## config.mk

```make
export PLATFORM = sky130hd
export DESIGN_NAME = tcp_msg_poller_engine
export DESIGN_NICKNAME = d
export VERILOG_FILES = /design/src/rtl/tcp_msg_poller_engine.sv
export SDC_FILE = /design/constraint.sdc
export NUM_CORES = 1
export LEC_CHECK = 0
export CORE_ASPECT_RATIO = 0.7
export CORE_MARGIN = 3
export CORE_UTILIZATION = 31
export DETAILED_ROUTE_END_ITERATION = 16
export PLACE_DENSITY_LB_ADDON = 0.15
export SLEW_MARGIN = 10
export SYNTH_ARGS = -nofsm -noshare
export SYNTH_HDL_FRONTEND = slang
export SYNTH_SLANG_ARGS = --single-unit
```

## constraint.sdc

```tcl
create_clock -name clk -period 7.8 [get_ports clk]
set_clock_uncertainty 0.2 [all_clocks]
set_input_delay 1.56 -clock clk [delete_from_list [all_inputs] [get_ports clk]]
set_output_delay 1.56 -clock clk [all_outputs]
set_load 0.01 [all_outputs]
```

## src/rtl/tcp_msg_poller_engine.sv

```systemverilog
// Round-robin poller: reads each flow's message request and payload pointers,
// and notifies the requesting tile once enough payload bytes are buffered.
package tcp_msg_poller_pkg;
    localparam int REQ_PTR_W       = 8;
    localparam int XY_WIDTH        = 8;
    localparam int NOC_FBITS_WIDTH = 4;

    typedef struct packed {
        logic [REQ_PTR_W-1:0]       length;
        logic [XY_WIDTH-1:0]        dst_x;
        logic [XY_WIDTH-1:0]        dst_y;
        logic [NOC_FBITS_WIDTH-1:0] dst_fbits;
    } msg_req_mem_struct;

    localparam int MSG_REQ_MEM_STRUCT_W = $bits(msg_req_mem_struct);
endpackage

module tcp_msg_poller_engine
    import tcp_msg_poller_pkg::*;
#(
    parameter int NUM_FLOWS = 8,
    parameter int FLOWID_W  = $clog2(NUM_FLOWS)
) (
    input  logic                            clk,
    input  logic                            rst_n,
    input  logic                            poll_en,

    output logic                            req_rd_val,
    output logic [FLOWID_W-1:0]             req_rd_addr,
    input  logic                            req_rd_rdy,
    input  logic                            req_rd_resp_val,
    input  logic                            req_rd_resp_pending,
    input  logic [MSG_REQ_MEM_STRUCT_W-1:0] req_rd_resp_data,

    output logic                            ptr_rd_val,
    output logic [FLOWID_W-1:0]             ptr_rd_addr,
    input  logic                            ptr_rd_rdy,
    input  logic                            ptr_rd_resp_val,
    input  logic [REQ_PTR_W:0]              ptr_rd_resp_head,
    input  logic [REQ_PTR_W:0]              ptr_rd_resp_tail,

    output logic                            clr_val,
    output logic [FLOWID_W-1:0]             clr_addr,
    input  logic                            clr_rdy,

    output logic                            notif_val,
    input  logic                            notif_rdy,
    output logic [FLOWID_W-1:0]             notif_flowid,
    output logic [REQ_PTR_W-1:0]            notif_length,
    output logic [REQ_PTR_W:0]              notif_ptr,
    output logic [XY_WIDTH-1:0]             notif_dst_x,
    output logic [XY_WIDTH-1:0]             notif_dst_y,
    output logic [NOC_FBITS_WIDTH-1:0]      notif_dst_fbits
);

    typedef enum logic [1:0] {ISSUE, WAIT, EVAL, NOTIFY} state_t;

    state_t              state_reg, state_next;
    logic [FLOWID_W-1:0] cur_flow_reg, cur_flow_next, cur_flow_inc;
    logic                req_got_reg, ptr_got_reg;
    logic                pending_reg;
    msg_req_mem_struct   entry_reg;
    logic [REQ_PTR_W:0]  head_reg, tail_reg;
    logic                notif_done_reg, clr_done_reg;
    logic [REQ_PTR_W:0]  avail;
    logic                hit;

    // Pointers carry a wrap bit, so plain subtraction at full width gives occupancy.
    assign avail = tail_reg - head_reg;
    assign hit   = pending_reg && (entry_reg.length != '0) &&
                   (avail >= {1'b0, entry_reg.length});

    assign cur_flow_inc = (cur_flow_reg == FLOWID_W'(NUM_FLOWS - 1)) ?
                          '0 : cur_flow_reg + FLOWID_W'(1);

    always_ff @(posedge clk or negedge rst_n) begin
        if (!rst_n) begin
            state_reg    <= ISSUE;
            cur_flow_reg <= '0;
        end else begin
            state_reg    <= state_next;
            cur_flow_reg <= cur_flow_next;
        end
    end

    always_comb begin
        state_next    = state_reg;
        cur_flow_next = cur_flow_reg;
        req_rd_val    = 1'b0;
        ptr_rd_val    = 1'b0;
        notif_val     = 1'b0;
        clr_val       = 1'b0;
        case (state_reg)
            ISSUE: begin
                // Reset state is ISSUE; keep the read strobes quiet while held in reset.
                req_rd_val = poll_en && rst_n;
                ptr_rd_val = poll_en && rst_n;
                if (poll_en && req_rd_rdy && ptr_rd_rdy)
                    state_next = WAIT;
            end
            WAIT: begin
                if ((req_got_reg || req_rd_resp_val) && (ptr_got_reg || ptr_rd_resp_val))
                    state_next = EVAL;
            end
            EVAL: begin
                if (hit) begin
                    state_next = NOTIFY;
                end else begin
                    state_next    = ISSUE;
                    cur_flow_next = cur_flow_inc;
                end
            end
            NOTIFY: begin
                notif_val = !notif_done_reg;
                clr_val   = !clr_done_reg;
                if ((notif_done_reg || notif_rdy) && (clr_done_reg || clr_rdy)) begin
                    state_next    = ISSUE;
                    cur_flow_next = cur_flow_inc;
                end
            end
            default: state_next = ISSUE;
        endcase
    end

    always_ff @(posedge clk or negedge rst_n) begin
        if (!rst_n) begin
            req_got_reg    <= 1'b0;
            ptr_got_reg    <= 1'b0;
            pending_reg    <= 1'b0;
            entry_reg      <= '0;
            head_reg       <= '0;
            tail_reg       <= '0;
            notif_done_reg <= 1'b0;
            clr_done_reg   <= 1'b0;
        end else begin
            case (state_reg)
                ISSUE: begin
                    req_got_reg <= 1'b0;
                    ptr_got_reg <= 1'b0;
                end
                WAIT: begin
                    if (req_rd_resp_val && !req_got_reg) begin
                        req_got_reg <= 1'b1;
                        pending_reg <= req_rd_resp_pending;
                        entry_reg   <= req_rd_resp_data;
                    end
                    if (ptr_rd_resp_val && !ptr_got_reg) begin
                        ptr_got_reg <= 1'b1;
                        head_reg    <= ptr_rd_resp_head;
                        tail_reg    <= ptr_rd_resp_tail;
                    end
                end
                EVAL: begin
                    notif_done_reg <= 1'b0;
                    clr_done_reg   <= 1'b0;
                end
                NOTIFY: begin
                    if (notif_val && notif_rdy) notif_done_reg <= 1'b1;
                    if (clr_val && clr_rdy)     clr_done_reg   <= 1'b1;
                end
                default: ;
            endcase
        end
    end

    assign req_rd_addr     = cur_flow_reg;
    assign ptr_rd_addr     = cur_flow_reg;
    assign clr_addr        = cur_flow_reg;
    assign notif_flowid    = cur_flow_reg;
    assign notif_length    = entry_reg.length;
    assign notif_ptr       = head_reg;
    assign notif_dst_x     = entry_reg.dst_x;
    assign notif_dst_y     = entry_reg.dst_y;
    assign notif_dst_fbits = entry_reg.dst_fbits;

endmodule
```

==> flow_summary.yaml <==
floorplanning:
  io_pins: 109
  fp.coreArea_um2: 8720
  die_w_um: 121
  die_h_um: 86.5
  dieArea_um2: 10500
  rows: 28
  start_util_pct: 32.9
run:
  cap_violations: 0
route:
  first_iter_violations: 35
  viasPerCell: 4.43
  ant_nets: 0
  vias: 2121
  drc_errors: 0
  drt_pass1_iterations: 4
  finalWirelength_mm: 6.53
  routedWlPerCell_um: 13.6
placed_design:
  place_ws_ns: 3.30
  portBuffers: 108
  numPlacedInstances: 471
  dpl.hpwl_mm: 4.94
  gp_congestion: 0.767
sta:
  tightest_slew_ns: 0.751
  finalCritPeriodShare_pct: 57.7
  min_period_ns: 4.50
  relSlewSlack_pct: 49.9
  fmax_ghz: 0.222
  slew_viol_final: 0
  tns_ns: 0
  finalHoldViolations: 0
  timing.final.ws_setup_ns: 3.30
  setup_viol: 0
  rsz0062_at_grt: "false"
  hold_slack_ns: 0.294
clock_network:
  h-tree-depth: 2
  cts_resized: 0
  cts.path.max_buffers: 2
  clock_sinks: 56
  cts_inserted_buffers: 5
  cts_tree: "built"
  cts.clk_slew.worst_paths_ns: 0.07
  cts-root-buf: "clkbuf_16"
  clock_latency_ns: 0.29
  cts_hold_buf: 0
  postCtsSetupBuffers: 0
synth:
  synth_area_leader_cell: "dfrtp_1"
  synth-xor-area-share_pct: 1.83
  ys_types: 41
  synthArstFlopShare_pct: 100
  synthCells: 256
  synthTopCellsByCount: "dfrtp_1 (56), mux2_2 (29), nand2_1 (23), inv_1 (20), o21ai_0 (20)"
  synth_edf_count: 0
  ys_seq_area_share_pct: 48.9
  synthFlopType: "dfrtp_1"
  synthTopCellsByArea: "dfrtp_1 (49%), mux2_2 (11%), ha_1 (7.9%)"
  syn_area_per_cell_um2: 11.2
  yosysTopAreaCellShare_pct: 48.9
  syn-num-nets: 331
  syn_area_um2: 2870
  synthSimpleGateAreaFrac_pct: 9.77
  synth_top_family_by_area: "multiplexers"
  synthAdderAreaFrac_pct: 8.55
  synth-seq-cells: 56
  synthMuxAreaShare_pct: 13.7
  yosysMostFrequentCell: "dfrtp_1"
  synth_compound_area_share_pct: 10.1
  yosysWarnings: 0
critical_path:
  critical_path_peak_fanout: 2
  critical_path_class: "input port to output pin"
  r2r_setup_slack_ns: 4.28
  cp_data_required_time_ns: 6.04
  crit_path_end_kind: "output pin"
  start_kind: "input port"
  r2r-start: "notif_ptr[0]"
  crit_start: "poll_en"
  cp.arrival_ns: 2.74
grt:
  overflow: 0
  grt_pass1_wl_mm: 10.9
  antenna_found_initial: 0
  grt_pass1_vias: 2282
  grtUsageTotal_pct: 13.3
  grt_max_degree: 57
hold_path:
  hp-start: "notif_dst_x[5]"
  hold_class: "flip-flop to flip-flop"
power:
  p_total_mw: 1.89
  pwr_density_cell_nw_per_um2: 457
  vdd_drop_max_v: 0.000173
  p_leak_nw: 1.75
layout:
  area_delta_synth_final_pct: 44.4
  layout.nets: 433
  n_fill_cell: 836
  diodes: 0
  drive_gt1_share_pct: 14.2
  instances_no_fill: 479
status:
  status: "complete, no violations"
-- metal layers --
layer | GRT usage [%] | up-vias | part of all wire, %
met5 | 0 | - | 0
met4 | 3.09 | 0 | 0.70
met3 | 7.50 | 5 | 12
met2 | 19.5 | 75 | 41
met1 | 17.2 | 971 | 46
li1 | - | 1070 | -
-- cells in the final DEF (no fill, tap or decap), types with 3 or more instances in the layout --
| cell | n |
|---|---|
| a21oi_1 | 13 |
| nor2_1 | 12 |
| dfrtp_1 | 56 |
| clkdlybuf4s50_1 | 107 |
| inv_1 | 20 |
| o211ai_1 | 3 |
| o21ai_0 | 20 |
| nor2b_1 | 3 |
| xnor2_1 | 4 |
| mux2_2 | 29 |
| mux2_4 | 3 |
| buf_4 | 3 |
| nand2_1 | 23 |
| ha_1 | 18 |
| nand3_1 | 5 |
| clkbuf_16 | 5 |
-- report_power, final --
group	switching (mW)	internal (mW)
Combinational	0.508	0.616
Clock	0.105	0.120
Sequential	0.104	0.437
-- cells by family after synthesis --
kind of cell | after synthesis
AOI/OAI and AO/OA | 48
and+or+nand+nor | 56
DFF | 56
muxes | 34
buffers and inverters | 37
xor gates and xnor gates | 6
adders and majority gates | 19
-- final cells by class --
type	instances	area, um^2	area share (%)
clock buffers	6	129	3.11
clock inverters	2	16.3	0.393
inverters	21	78.8	1.90
multi-input cells	163	1270	30.6
flip-flops and latches	56	1400	33.8
well taps	120	150	3.63
repair buffers	111	1100	26.5
-- worst max-delay path, cell delays in order --
cell             delay [ns]
clkdlybuf4s50_1        0.47
and3_1                 0.16
clkdlybuf4s50_1        0.54
-- through the flow --
step	cell area [um^2]	utilization [%]
after floorplan	2870	-
after global placement	4000	45.8
after detailed placement	4000	45.8
after CTS	4140	47.5
after global routing	4140	47.5
final	4140	47.5
-- worst paths after layout --
check | endpoint | cells after the start
max | req_rd_val | 3
min | notif_dst_x[5] | 1
max reg2reg | clr_addr[1] | 13
min reg2reg | notif_dst_x[5] | 1
max in group asynchronous | tail_reg[3] | 2
min in group asynchronous | notif_length[7] | 2
Power figures use the tool's default switching activity.
